`config.mk`:
```
export PLATFORM = sky130hd
export DESIGN_NAME = mem_wb_stage_flat
export DESIGN_NICKNAME = d
export VERILOG_FILES = /design/src/rtl/mem_wb_stage_if.sv /design/src/rtl/mem_wb_stage.sv /design/src/flat_wrapper.sv
export SDC_FILE = /design/constraint.sdc
export NUM_CORES = 1
export LEC_CHECK = 0
export CAP_MARGIN = 20
export CORE_ASPECT_RATIO = 0.9
export CORE_MARGIN = 8
export CORE_UTILIZATION = 38
export CTS_CLUSTER_DIAMETER = 50
export CTS_CLUSTER_SIZE = 24
export DETAILED_ROUTE_END_ITERATION = 8
export PLACE_DENSITY = 0.81
export SYNTH_ARGS = -nofsm -noshare
export SYNTH_HDL_FRONTEND = slang
export SYNTH_SLANG_ARGS = --single-unit
```
`constraint.sdc`:
```
create_clock -name clk -period 3.3 [get_ports clk]
set_input_delay 0.99 -clock clk [delete_from_list [all_inputs] [get_ports clk]]
set_output_delay 0.99 -clock clk [all_outputs]
set_load 0.02 [all_outputs]
```
`src/rtl/mem_wb_stage_if.sv`:
```
// Data-memory request/response bus between the RV32I memory stage and data memory.
interface mem_wb_stage_if #(
  parameter int W = 32
);
  logic         dmem_req;
  logic         dmem_we;
  logic [W-1:0] dmem_addr;
  logic [3:0]   dmem_be;
  logic [W-1:0] dmem_wdata;
  logic         dmem_ack;
  logic [W-1:0] dmem_rdata;

  modport master (
    output dmem_req, dmem_we, dmem_addr, dmem_be, dmem_wdata,
    input  dmem_ack, dmem_rdata
  );

  modport slave (
    input  dmem_req, dmem_we, dmem_addr, dmem_be, dmem_wdata,
    output dmem_ack, dmem_rdata
  );
endinterface

```
`src/rtl/mem_wb_stage.sv`:
```
// RV32I memory stage + MEM/WB register: lane steering, load extension, req/ack stall.
// Optional macro DMEM_TIMEOUT_EN aborts a WAIT after TIMEOUT cycles and flags BusErrW.
module mem_wb_stage #(
  parameter int W       = 32,
  parameter int AW      = 5,
  parameter int TIMEOUT = 16
) (
  input  logic          clk,
  input  logic          rst_n,
  input  logic          ValidM,
  input  logic [1:0]    ResultSrcM,
  input  logic          RegWriteM,
  input  logic          MemWriteM,
  input  logic [2:0]    Funct3M,
  input  logic [W-1:0]  ALUResultM,
  input  logic [W-1:0]  WriteDataM,
  input  logic [AW-1:0] RdM,
  input  logic [W-1:0]  PCPlus4M,
  mem_wb_stage_if.master dmem,
  output logic          StallM,
  output logic          ValidW,
  output logic          RegWriteW,
  output logic [1:0]    ResultSrcW,
  output logic [W-1:0]  ALUResultW,
  output logic [W-1:0]  ReadDataW,
  output logic [W-1:0]  PCPlus4W,
  output logic [AW-1:0] RdW,
  output logic          MisalignW,
  output logic          BusErrW
);

  if (W != 32) begin : g_bad_width
    $error("mem_wb_stage supports W=32 only");
  end
  if (TIMEOUT < 2) begin : g_bad_timeout
    $error("mem_wb_stage TIMEOUT must be >= 2");
  end

  typedef enum logic {IDLE, WAIT} state_t;

  function automatic logic [3:0] st_be(input logic [2:0] f3, input logic [1:0] off);
    case (f3[1:0])
      2'b00:   return 4'b0001 << off;
      2'b01:   return 4'b0011 << off;
      default: return 4'b1111;
    endcase
  endfunction

  function automatic logic [W-1:0] st_wdata(input logic [2:0] f3, input logic [W-1:0] wd);
    case (f3[1:0])
      2'b00:   return {4{wd[7:0]}};
      2'b01:   return {2{wd[15:0]}};
      default: return wd;
    endcase
  endfunction

  function automatic logic [W-1:0] ld_extract(input logic [W-1:0] rdata,
                                              input logic [2:0]   f3,
                                              input logic [1:0]   off);
    logic signed [7:0]   b;
    logic signed [15:0]  h;
    logic signed [W-1:0] sx;
    b = rdata[{off, 3'b000} +: 8];
    h = rdata[{off[1], 4'b0000} +: 16];
    case (f3)
      3'b000:  begin sx = b; return sx; end
      3'b001:  begin sx = h; return sx; end
      3'b100:  return {{(W-8){1'b0}}, b};
      3'b101:  return {{(W-16){1'b0}}, h};
      default: return rdata;
    endcase
  endfunction

  state_t     state, state_nxt;
  logic [1:0] off_p0;
  logic       mem_op_p0, load_p0, misalign_p0, aligned_p0, abort_p0;
  logic [W-1:0] ld_data_p0;

  assign off_p0      = ALUResultM[1:0];
  assign mem_op_p0   = ValidM & (MemWriteM | (ResultSrcM == 2'b01));
  assign load_p0     = mem_op_p0 & ~MemWriteM;
  assign misalign_p0 = mem_op_p0 & (((Funct3M[1:0] == 2'b01) & off_p0[0]) |
                                    ((Funct3M[1:0] == 2'b10) & (off_p0 != 2'b00)));
  assign aligned_p0  = mem_op_p0 & ~misalign_p0;
  assign ld_data_p0  = ld_extract(dmem.dmem_rdata, Funct3M, off_p0);

`ifdef DMEM_TIMEOUT_EN
  localparam int CW = $clog2(TIMEOUT) + 1;
  logic [CW-1:0] cnt;

  assign abort_p0 = (state == WAIT) & aligned_p0 & ~dmem.dmem_ack &
                    (cnt == CW'(TIMEOUT - 1));

  // Counter restarts whenever WAIT is entered from IDLE.
  always_ff @(posedge clk or negedge rst_n) begin
    if (!rst_n)
      cnt <= '0;
    else if (state == IDLE)
      cnt <= '0;
    else
      cnt <= cnt + 1'b1;
  end
`else
  assign abort_p0 = 1'b0;
`endif

  always_ff @(posedge clk or negedge rst_n) begin
    if (!rst_n) state <= IDLE;
    else        state <= state_nxt;
  end

  always_comb begin
    state_nxt = state;
    case (state)
      IDLE: if (aligned_p0 & ~dmem.dmem_ack) state_nxt = WAIT;
      WAIT: if (dmem.dmem_ack | ~aligned_p0 | abort_p0) state_nxt = IDLE;
      default: state_nxt = IDLE;
    endcase
  end

  // Request is gated by rst_n so it drops the instant reset asserts.
  assign StallM          = rst_n & aligned_p0 & ~dmem.dmem_ack & ~abort_p0;
  assign dmem.dmem_req   = rst_n & aligned_p0 & ~abort_p0;
  assign dmem.dmem_we    = dmem.dmem_req & MemWriteM;
  assign dmem.dmem_addr  = {ALUResultM[W-1:2], 2'b00};
  assign dmem.dmem_be    = MemWriteM ? st_be(Funct3M, off_p0) : 4'b1111;
  assign dmem.dmem_wdata = st_wdata(Funct3M, WriteDataM);

  // ---- MEM/WB boundary ----
  logic buserr_p1;

  always_ff @(posedge clk or negedge rst_n) begin
    if (!rst_n) begin
      ValidW     <= 1'b0;
      RegWriteW  <= 1'b0;
      ResultSrcW <= '0;
      ALUResultW <= '0;
      ReadDataW  <= '0;
      PCPlus4W   <= '0;
      RdW        <= '0;
      MisalignW  <= 1'b0;
      buserr_p1  <= 1'b0;
    end else if (StallM) begin
      ValidW    <= 1'b0;
      RegWriteW <= 1'b0;
      MisalignW <= 1'b0;
      buserr_p1 <= 1'b0;
    end else begin
      ValidW     <= ValidM;
      RegWriteW  <= RegWriteM & ValidM & ~MemWriteM & ~misalign_p0 & ~abort_p0;
      ResultSrcW <= ResultSrcM;
      ALUResultW <= ALUResultM;
      ReadDataW  <= (load_p0 & ~misalign_p0 & ~abort_p0) ? ld_data_p0 : '0;
      PCPlus4W   <= PCPlus4M;
      RdW        <= RdM;
      MisalignW  <= misalign_p0;
      buserr_p1  <= abort_p0;
    end
  end

`ifdef DMEM_TIMEOUT_EN
  assign BusErrW = buserr_p1;
`else
  assign BusErrW = 1'b0;
`endif

endmodule

```
`src/flat_wrapper.sv`:
```
// flat-port wrapper written by rule: the top's interface ports become plain ports
module mem_wb_stage_flat 
#(
  parameter int W       = 32,
  parameter int AW      = 5,
  parameter int TIMEOUT = 16
)
  (clk, rst_n, ValidM, ResultSrcM, RegWriteM, MemWriteM, Funct3M, ALUResultM, WriteDataM, RdM, PCPlus4M, StallM, ValidW, RegWriteW, ResultSrcW, ALUResultW, ReadDataW, PCPlus4W, RdW, MisalignW, BusErrW, dmem_dmem_req, dmem_dmem_we, dmem_dmem_addr, dmem_dmem_be, dmem_dmem_wdata, dmem_dmem_ack, dmem_dmem_rdata);
  mem_wb_stage_if #(.W(W)) dmem_i ();
  input  logic clk;
  input  logic rst_n;
  input  logic ValidM;
  input  logic [1:0] ResultSrcM;
  input  logic RegWriteM;
  input  logic MemWriteM;
  input  logic [2:0] Funct3M;
  input  logic [W-1:0] ALUResultM;
  input  logic [W-1:0] WriteDataM;
  input  logic [AW-1:0] RdM;
  input  logic [W-1:0] PCPlus4M;
  output logic StallM;
  output logic ValidW;
  output logic RegWriteW;
  output logic [1:0] ResultSrcW;
  output logic [W-1:0] ALUResultW;
  output logic [W-1:0] ReadDataW;
  output logic [W-1:0] PCPlus4W;
  output logic [AW-1:0] RdW;
  output logic MisalignW;
  output logic BusErrW;
  output wire logic [$bits(dmem_i.dmem_req)-1:0] dmem_dmem_req;
  output wire logic [$bits(dmem_i.dmem_we)-1:0] dmem_dmem_we;
  output wire logic [$bits(dmem_i.dmem_addr)-1:0] dmem_dmem_addr;
  output wire logic [$bits(dmem_i.dmem_be)-1:0] dmem_dmem_be;
  output wire logic [$bits(dmem_i.dmem_wdata)-1:0] dmem_dmem_wdata;
  input wire logic [$bits(dmem_i.dmem_ack)-1:0] dmem_dmem_ack;
  input wire logic [$bits(dmem_i.dmem_rdata)-1:0] dmem_dmem_rdata;
  assign dmem_dmem_req = dmem_i.dmem_req;
  assign dmem_dmem_we = dmem_i.dmem_we;
  assign dmem_dmem_addr = dmem_i.dmem_addr;
  assign dmem_dmem_be = dmem_i.dmem_be;
  assign dmem_dmem_wdata = dmem_i.dmem_wdata;
  assign dmem_i.dmem_ack = dmem_dmem_ack;
  assign dmem_i.dmem_rdata = dmem_dmem_rdata;
  mem_wb_stage #(.W(W), .AW(AW), .TIMEOUT(TIMEOUT)) u_core (.clk(clk), .rst_n(rst_n), .ValidM(ValidM), .ResultSrcM(ResultSrcM), .RegWriteM(RegWriteM), .MemWriteM(MemWriteM), .Funct3M(Funct3M), .ALUResultM(ALUResultM), .WriteDataM(WriteDataM), .RdM(RdM), .PCPlus4M(PCPlus4M), .dmem(dmem_i), .StallM(StallM), .ValidW(ValidW), .RegWriteW(RegWriteW), .ResultSrcW(ResultSrcW), .ALUResultW(ALUResultW), .ReadDataW(ReadDataW), .PCPlus4W(PCPlus4W), .RdW(RdW), .MisalignW(MisalignW), .BusErrW(BusErrW));
endmodule
```
After elaboration in Yosys (flattened, before gate mapping)
Index checks and enable logic that the tools add are counted.
{"block": "totals", "register_bits": 106, "inputBits": 144, "output_inout_bits": 178, "wordCells": 47}
{"block": "classes", "eq_ne": 6, "shift": 4, "n_mux": 8, "bitwise": 18, "reduce_logical": 3}
{"op": "$pmux W32 S4", "n": 1}
{"op": "$pmux W32 S2", "n": 1}
{"op": "$mux W32", "n": 1}
{"op": "$shiftx A32 B6 Y16", "n": 1}
{"op": "$shiftx A32 B6 Y8", "n": 1}
{"op": "$and A1 B1 Y1", "n": 13}
{"op": "$pmux W4 S2", "n": 1}
{"op": "$eq A3 B3 Y1 const B", "n": 2}
{"op": "$eq A2 B1 Y1 const B", "n": 2}
{"op": "$mux W4", "n": 1}
{"op": "$shl A1 B2 Y4 const A", "n": 1}
{"op": "$shl A2 B2 Y4 const A", "n": 1}
{"op": "$eq A3 B1 Y1 const B", "n": 1}
{"op": "$logic_not A3 Y1", "n": 1}
{"op": "$mux W1", "n": 3}
{"op": "$not A1 Y1", "n": 3}
{"op": "$eq A2 B2 Y1 const B", "n": 1}
{"op": "$logic_not A2 Y1", "n": 1}
{"op": "$or A1 B1 Y1", "n": 2}
{"op": "$reduce_bool A2 Y1", "n": 1}

Longest topological paths before layout
Gate-level depths: netlist (run 1).
{"block": "depth", "depth_word": 9, "depth_mapped": 9, "ltp_nobuf": 5}

Least setup slack after synthesis (run 1)
No wires, ideal clock.
{"block": "synth_path", "path_type": "input-to-output", "start": "in ALUResultM[1]", "end": "out StallM", "arrival_ns": 2.202, "t_required_ns": 2.310, "slack_ns": 0.108, "path_stages": 8, "path_buffers": 4, "cell_sequence": "buf_4 nor2_2 o22ai_2 or3_1 buf_6 inv_8 buf_8 buf_6"}
{"block": "synth_between", "elab_chain_cells": 8}
{"item": "from (decl)", "line_no": "flat_wrapper.sv:17", "rtl": "input logic [W-1:0] ALUResultM;"}
{"item": "$reduce_bool A2 Y1", "line_no": "mem_wb_stage.sv:83", "rtl": "((Funct3M[1:0] == 2'b10) & (off_p0 != 2'b00)));"}
{"item": "$and A1 B1 Y1", "line_no": "mem_wb_stage.sv:83"}
{"item": "$or A1 B1 Y1", "line_no": "mem_wb_stage.sv:82", "rtl": "assign misalign_p0 = mem_op_p0 & (((Funct3M[1:0] == 2'b01) & off_p0[0]) |"}
{"item": "$and A1 B1 Y1", "line_no": "mem_wb_stage.sv:82"}
{"item": "$not A1 Y1", "line_no": "mem_wb_stage.sv:84", "rtl": "assign aligned_p0 = mem_op_p0 & ~misalign_p0;"}
{"item": "$and A1 B1 Y1", "line_no": "mem_wb_stage.sv:84"}
{"item": "$and A1 B1 Y1 (2 in a row)", "line_no": "mem_wb_stage.sv:122", "rtl": "assign StallM = rst_n & aligned_p0 & ~dmem.dmem_ack & ~abort_p0;"}
{"item": "to (decl)", "line_no": "flat_wrapper.sv:21", "rtl": "output logic StallM;"}
Every way passes these cells.

Worst setup path after layout (run 1)
{"block": "layout_path", "start": "in ResultSrcM[1]", "end": "out StallM"}
{"block": "layout_between", "elab_chain_cells": 8}
{"item": "from (decl)", "line_no": "flat_wrapper.sv:13", "rtl": "input logic [1:0] ResultSrcM;"}
{"item": "$eq A2 B1 Y1 (*)", "line_no": "mem_wb_stage.sv:80", "rtl": "assign mem_op_p0 = ValidM & (MemWriteM | (ResultSrcM == 2'b01));"}
{"item": "$or A1 B1 Y1 (*)", "line_no": "mem_wb_stage.sv:80"}
{"item": "$and A1 B1 Y1 (*)", "line_no": "mem_wb_stage.sv:80"}
{"item": "$and A1 B1 Y1", "line_no": "mem_wb_stage.sv:82"}
{"item": "$not A1 Y1", "line_no": "mem_wb_stage.sv:84"}
{"item": "$and A1 B1 Y1 (*)", "line_no": "mem_wb_stage.sv:84"}
{"item": "$and A1 B1 Y1 (*) (2 in a row)", "line_no": "mem_wb_stage.sv:122"}
Mark *: on every way between the ends. The rest lies on a longest branch, timed or not.

==> flow_results.org, run 1 <==
** Drt
- Using the TritonRoute via totals, the vias-per-cell ratio works out to 4.85.
- In this run the remaining antenna-violating nets after routing total 0.
- Via count of the routed design :: 4585
- Drc violations :: 0
- Detailed Route WL :: 18800 µm
- Average wire per cell in the routed design :: 19.9 µm
- Detailed router's first-iteration violation count :: 187
- The first TritonRoute pass finished after 4 iterations.

** Clocking
- Worst-Skew Late Latency :: 0.34 ns
- Buffers from clock root to sink, at most :: 2
- Clock buffer count from CTS :: 9
- Number of buffers added for setup after CTS :: 0
- Clock Sink Count :: 106
- Depth of the CTS H-tree :: 3
- The cell sitting at the root of the clock tree is a clkbuf_16.
- Clock-pin slew on the worst setup and hold paths :: 0.07 ns
- TritonCTS built the clock tree.

** Timing
- Setup repair after global routing could not meet its margin everywhere.
- Final count of pins violating max slew :: 0
- Setup violations, final :: 0
- The hold violation total from the final report was 0.
- The worst path meets setup with 0.0368 ns of slack.
- Total negative setup slack :: 0 ns
- Final critical path time including I/O delays and setup :: 3.26 ns
- Final critical-path share of the clock period :: 98.9%
- Between clock sinks in the finished design, the worst skew comes to 0 ns.
- Peak Freq :: 306 MHz
- Max transition margin :: 52.2%
- For the pin with the worst max-slew slack, the measured transition is 0.716 ns.

** Floorplanning
- The region available for standard cell placement spans 14000 µm².
- Total Die Area :: 18200 µm²
- Initial Utilization :: 38.6%
- Number of top-level pins :: 322
- In this run the core area contains 41 standard-cell rows.
- The die is 129 µm tall.
- Die boundary width :: 142 µm

** Layout
- Cells fill 64.2% of the core in the end.
- Number of diodes :: 0
- In the layout the commonest cells are clkdlybuf4s50_1, dfrtp_1, mux2_2.
- In the final layout, the share of cells above drive strength 1 is 23.9%.
- The layout has 1091 filler cells.
- Most common cell after layout, fill and taps aside :: clkdlybuf4s50_1
- Final-stage net count :: 892
- After the flow finishes, the layout carries non-filler instances totaling 946.
- Area added between synthesis and finish :: 66.4%

** Pwr
- Power dissipated by switching net loads :: 0.000918 W
- Of the total power, the clock network draws 31.8%.
- In this run the power density over the cells is 371 nW/µm².
- The internal portion of the total power is 0.00240 W.
- Fraction of power spent switching nets :: 27.7%
- Static power due to leakage :: 3.80 nW
- Max VDD drop :: 0.232 mV
- Sequential cells burn 42.0% of the power.
- Combinational Power Share :: 26.2%

** GRT
- Number of antenna violations at the first check in global routing :: 0
- Vias in the first global route :: 5175
- The first global-routing pass estimated 28800 µm of wire.
- Entering global routing, the biggest net connects 58 pins.
- Overall routing resource usage :: 20.3%
- Global routing finished with a remaining overflow of 0.

** Yosys
- Mapped Avg Cell Area :: 12.1 µm²
- Counting flops and latches in the post-synthesis netlist gives 106.
- Number of unique standard cell types used by synthesis :: 35
- Syn Inst Count :: 444
- Sequential area share after synthesis :: 49.2%
- For this run, the number of Yosys warnings is 0.
- Cell type with the largest total area after synthesis :: dfrtp_1
- Biggest area contributors in the synthesized netlist :: dfrtp_1, mux2_2, buf_4, nand2b_1, mux2i_1
- Cell Area, Synth :: 5390 µm²
- The synthesized design devotes to its leading area cell type 49.2% of total area.

** Critical path
- Worst Path Required :: 2.31 ns
- Kind of critical path :: primary input to primary output
- Worst Path Arrival :: 2.27 ns
- For this run, the slowest stage of the critical path takes 0.46 ns.
- Max FO, Critical Path :: 2
- Slowest CP cell :: clkdlybuf4s50_1
- Walking the worst path, the cells encountered are clkdlybuf4s50_1 -> nor2b_4 -> o21ai_1 -> or3_4 -> inv_8 -> buf_4.
- Crit Reg-Reg Startpoint :: u_core.ALUResultW[1]$_DFFE_PN0N_
- Critical Path Start :: ResultSrcM[1]
- Element type at the critical path end :: primary output
- Worst Setup Start Kind :: primary input

** Status
- Result of the run :: finished clean

** Placed design
- Port buffering added 318 buffers.
- The congestion estimate from routability-driven global placement came to 0.888.
- Detailed placement finished with a half-perimeter wire length of 15400 µm.
- OpenSTA, run right after detailed placement, puts the worst setup slack at -0.678 ns.
- After detailed placement, the design holds a cell count of 928.

** Job
- Across the run, the number of max-cap violations was 0.

** Min path
- The tightest min-delay check is of the flop to flop type.
- The startpoint identified for the worst hold timing path is u_core.ReadDataW[7]$_DFFE_PN0N_.
[state kept, by name, indices dropped and copies added (netlist names)]
| register | flops |
|---|---|
| u_core.PCPlus4W | 32 |
| u_core.RdW | 5 |
| u_core.ResultSrcW | 2 |
| u_core.MisalignW | 1 |
| u_core.ReadDataW | 32 |
| u_core.ValidW | 1 |
| u_core.RegWriteW | 1 |
| u_core.ALUResultW | 32 |
[kinds of logic (layout without fill, tap and decap cells)]
logic type	after synthesis	after routing	share of synthesized area (%)
and+or+nand+nor	92	92	9.01
AOI/OAI and AO/OA	54	54	7.97
other	1	3	0.0696
muxes	113	113	23.2
DFF	106	106	49.2
buffers and inverters	78	385	10.5
[cells in the mapped netlist (all sizes together)]
library cell,number
a21oi,3
a22o,16
nand2,24
and3,1
a32o,8
o21bai,1
conb,1
a211oi,1
and2,2
dfrtp,106
nand3,1
or3,2
o21ai,14
o32ai,7
nand2b,34
o22ai,2
nor2,12
a221oi,1
nor3b,1
mux2i,17
nor3,2
buf,61
or2,1
o2bb2ai,1
inv,10
nor2b,12
mux2,96
clkbuf,7
[area by class of cell]
cell class              count  area, µm²  area share (%)
clock buffers              11        253            2.82
clock inverters             5       42.5           0.475
inverters                  10       45.0           0.503
multi-input cells         262       2210            24.6
flip-flops and latches    106       2650            29.6
well taps                 193        241            2.69
repair buffers            359       3520            39.3
[worst paths after layout]
kind,depth (start not counted),to,slack [ns]
max,6,StallM,0.04
min,1,u_core.ReadDataW[7]$_DFFE_PN0N_,0.50
max reg2reg,1,u_core.ALUResultW[1]$_DFFE_PN0N_,2.52
min reg2reg,1,u_core.ReadDataW[7]$_DFFE_PN0N_,0.50
max in group asynchronous,4,u_core.ReadDataW[27]$_DFFE_PN0N_,1.25
min in group asynchronous,2,u_core.RdW[3]$_DFFE_PN0N_,0.57
[per-stage QoR]
| stage | area [µm²] | total power [W] | hold slack (ns) |
|---|---|---|---|
| 4_1_cts | 8930 | 0.00337 | 0.503 |
| 5_1_grt | 8960 | 0.00349 | 0.510 |
| 3_5_place_dp | 8590 | 0.00230 | 0.486 |
| 6_report | 8960 | 0.00332 | 0.499 |
| 2_1_floorplan | 5390 | 0.00181 | 0.597 |
| 3_3_place_gp | 8590 | 0.00229 | 0.476 |
[power groups by stage]
stage                     registers (W)  clock network (W)  logic, W
after detailed placement        0.00142                  0  0.000882
after CTS                       0.00140            0.00110  0.000880
after global routing            0.00140            0.00116  0.000926
after floorplan                 0.00150                  0  0.000311
final                           0.00139            0.00106  0.000869
after global placement          0.00142                  0  0.000869
[repair_timing]
action	CTS	global route
gates cloned	1	0
resized for setup	76	11
endpoints found under the setup margin	30	18
hold buffers	0	0
pin swaps	3	1
[worst max-delay path: cells and delay by family]
family                 cells  cell delay, ns
AND/OR/NAND/NOR            2            0.54
buffers and inverters      3            0.65
AO/OA/AOI/OAI              1            0.09
[per-layer routing]
layer	vias up	wire length [µm]	track usage, %	share of wire (%)
li1	2116	-	-	-
met1	2207	6620	20.5	35
met4	0	472	8.08	2.5
met5	-	0	0	0
met2	232	9680	37.4	52
met3	30	2020	7.55	11
(Power assumes the default switching activity.)
==> run 2, diff against run 1 <==
==> constraint.sdc (replaced) <==
create_clock -name clk -period 3.3 [get_ports clk]
set_input_delay 0.66 -clock clk [delete_from_list [all_inputs] [get_ports clk]]
set_output_delay 0.66 -clock clk [all_outputs]
set_load 0.02 [all_outputs]
==> run 2 against run 1 <==
Wire length fell by 0.86%. First-iteration DRC count fell by 17%. Combinational power fell by 1%. Via count fell by 2.4%. Core utilization fell by 1.6 points. Sequential share of layout area rose by 0.73 points. Highest routed layer unchanged. Global-route usage fell by 0.44 points. Critical path depth did not move. Worst setup slack improved by 0.072 ns. Flip-flop and latch count did not move. Clock skew did not move.
==> flow_results.org, run 2 (synthesis results as in run 1) <==
** Layout
- Commonest cells after routing, fill and taps aside :: clkdlybuf4s50_1, dfrtp_1, mux2_2
- The antenna diode count was 0 (unchanged).
- Registers with the most flip-flops :: u_core.ALUResultW (32), u_core.PCPlus4W (32), u_core.ReadDataW (32)
- Fraction of final layout cells with drive strength greater than 1 :: 19.0% (-4.9 points)
- The net count of the finished layout came to 870 (-2.5%).
- The library cell used most frequently in the layout, excluding fill and tap cells, is clkdlybuf4s50_1.
- Area added between synthesis and finish :: 62.4%

** GRT
- The total global routing overflow came to 0 (unchanged).
- The maximum number of pins on one net before global-route repair is 93 (+60%).
- Overall routing resource usage :: 19.9% (-0.44 points)
- First-pass GRT wire length :: 28300 µm (-1.8%)
- The initial antenna violation count came to 0 (unchanged).
- The via count of the first global-routing pass was 4972 (-3.9%).

** Floorplanning
- Core footprint :: 14000 µm² (unchanged)
- The die span in y was 129 µm (unchanged).
- The overall die width came to 142 µm (unchanged).
- Initial Utilization :: 38.6% (unchanged)
- The full die area came to 18200 µm² (unchanged).
- The number of ports placed on the die boundary was 322 (unchanged).
- # rows :: 41 (unchanged)

** Timing
- The highest achievable clock rate came to 313 MHz (+2.3%).
- The hold violation total from the final report was 0 (unchanged).
- The count of final setup violators is 0 (unchanged).
- RSZ-0062 raised after global routing :: no
- Final critical path time including I/O delays and setup :: 3.19 ns (-0.0719 ns)
- The final clock skew was 0 ns (unchanged).
- Minimum hold slack :: 0.112 ns (-0.387 ns)
- Total negative setup slack :: 0 ns (unchanged)
- The number of max-slew violations in the final report was 0 (unchanged).
- The worst max-slew margin expressed relative to the limit came to 45.9% (-6.3 points).
- The transition time at the pin with the least slew margin came to 0.811 ns (+0.0951 ns).
- Final critical-path share of the clock period :: 96.7% (-2.2 points)

** Clocking
- Hold_buf cts :: 0 (unchanged)
- Clock-pin slew on the worst setup and hold paths :: 0.08 ns (about the same)
- Buffers from clock root to sink, at most :: 2 (unchanged)
- Depth of the CTS H-tree :: 3 (unchanged)
- Worst-Skew Late Latency :: 0.34 ns (about the same)
- TritonCTS built the clock tree.
- Number of buffers added for setup after CTS :: 0 (unchanged)
- The number of gates given a new drive strength after cts was 1 (-99%).
- The cell sitting at the root of the clock tree is a clkbuf_16.
- Clock buffer count from CTS :: 9 (unchanged)
- Clock Sink Count :: 106 (unchanged)

** Pwr
- The static leakage power came to 3.62 nW (-4.8%).
- Max VDD drop :: 0.227 mV (-2.2%)
- The cell area power density came to 377 nW/µm² (+1.7%).

** Drt
- Via count of the routed design :: 4474 (-2.4%)
- Detailed Routing Iterations Pass 1 :: 4 (unchanged)
- Average wire per cell in the routed design :: 20.2 µm (+1.5%)
- The post-route antenna net violation count is 0 (unchanged).
- Vias per std cell :: 4.84 (about the same)
- The remaining routing DRC violations was 0 (unchanged).
- Detailed Route WL :: 18600 µm (-0.86%)
- Detailed router's first-iteration violation count :: 155 (-17%)

** Job
- The total of max-cap violations was 0 (unchanged).

** Critical path
- STA classifies the critical path startpoint as a primary input.
- The data arrival time of the critical path was 2.53 ns (+0.26 ns).
- Worst Path Required :: 2.64 ns (+0.33 ns)
- The worst setup path is of the primary input to primary output kind.
- The worst setup path is captured at a primary output.
- R2R Setup Slk :: 2.48 ns (-0.04 ns)
- Max FO, Critical Path :: 18 (+16)

** Placed design
- Buffers added on ports :: 318 (unchanged)
- Gp weighted congestion :: 0.826 (-6.9%)
- HPWL after detailed placement :: 15000 µm (-2.5%)

** Status
- Result of the run :: finished clean

** Min path
- In this run the worst hold path is classified as primary input to asynchronous set/reset pin.
## run 2: through the flow
stage          cell area, µm²  power [W]  worst slack [ns]  std cells  utilization (%)
2_1_floorplan            5390    0.00181             0.768        446                -
3_3_place_gp             8440    0.00226           0.00179        907             60.5
3_5_place_dp             8440    0.00228           -0.0541        907             60.5
4_1_cts                  8730    0.00334           0.00611        923             62.6
5_1_grt                  8750    0.00344            0.0138        924             62.7
6_report                 8750    0.00329             0.109        924             62.7
## run 2: final timing paths
kind	from	to	cells after the start
setup / recovery	Funct3M[0]	dmem_dmem_be[1]	6
hold / removal	rst_n	u_core.ALUResultW[1]$_DFFE_PN0N_	1
hold reg to reg	u_core.ALUResultW[21]$_DFFE_PN0N_	u_core.ALUResultW[21]$_DFFE_PN0N_	1
setup reg to reg	u_core.ALUResultW[1]$_DFFE_PN0N_	u_core.ALUResultW[1]$_DFFE_PN0N_	1
max in group asynchronous	rst_n	u_core.ReadDataW[9]$_DFFE_PN0N_	3
min in group clk	u_core.ALUResultW[21]$_DFFE_PN0N_	u_core.ALUResultW[21]$_DFFE_PN0N_	1
## run 2: layout make-up
class | count | area [µm²]
Inverter | 10 | 45.0
Timing Repair Buffer | 337 | 3340
Clock buffer | 12 | 256
Sequential cell | 106 | 2650
Fill cell | 1101 | 5210
Multi-Input combinational cell | 262 | 2180
Tap cell | 193 | 241
Clock inverter | 4 | 31.3
## run 2: power by group
group / switching, W / total, W / leakage, nW / internal, W
clock: 0.000484 / 0.00104 / 0.144 / 0.000560
sequential: 0.0000320 / 0.00139 / 1.31 / 0.00136
combinational: 0.000390 / 0.000856 / 2.17 / 0.000466
## run 2: worst max-delay path, cell delays in order
cell	delay, ns
clkdlybuf4s50_1	0.53
buf_4	0.13
buf_4	0.23
nor2_1	0.10
o21ai_0	0.21
clkdlybuf4s50_1	0.67
## run 2: per-layer routing
layer	GRT usage [%]	share of wire (%)
met1	20.6	36
met2	36.6	51
met3	7.00	11
met4	7.26	2.1
met5	0	0
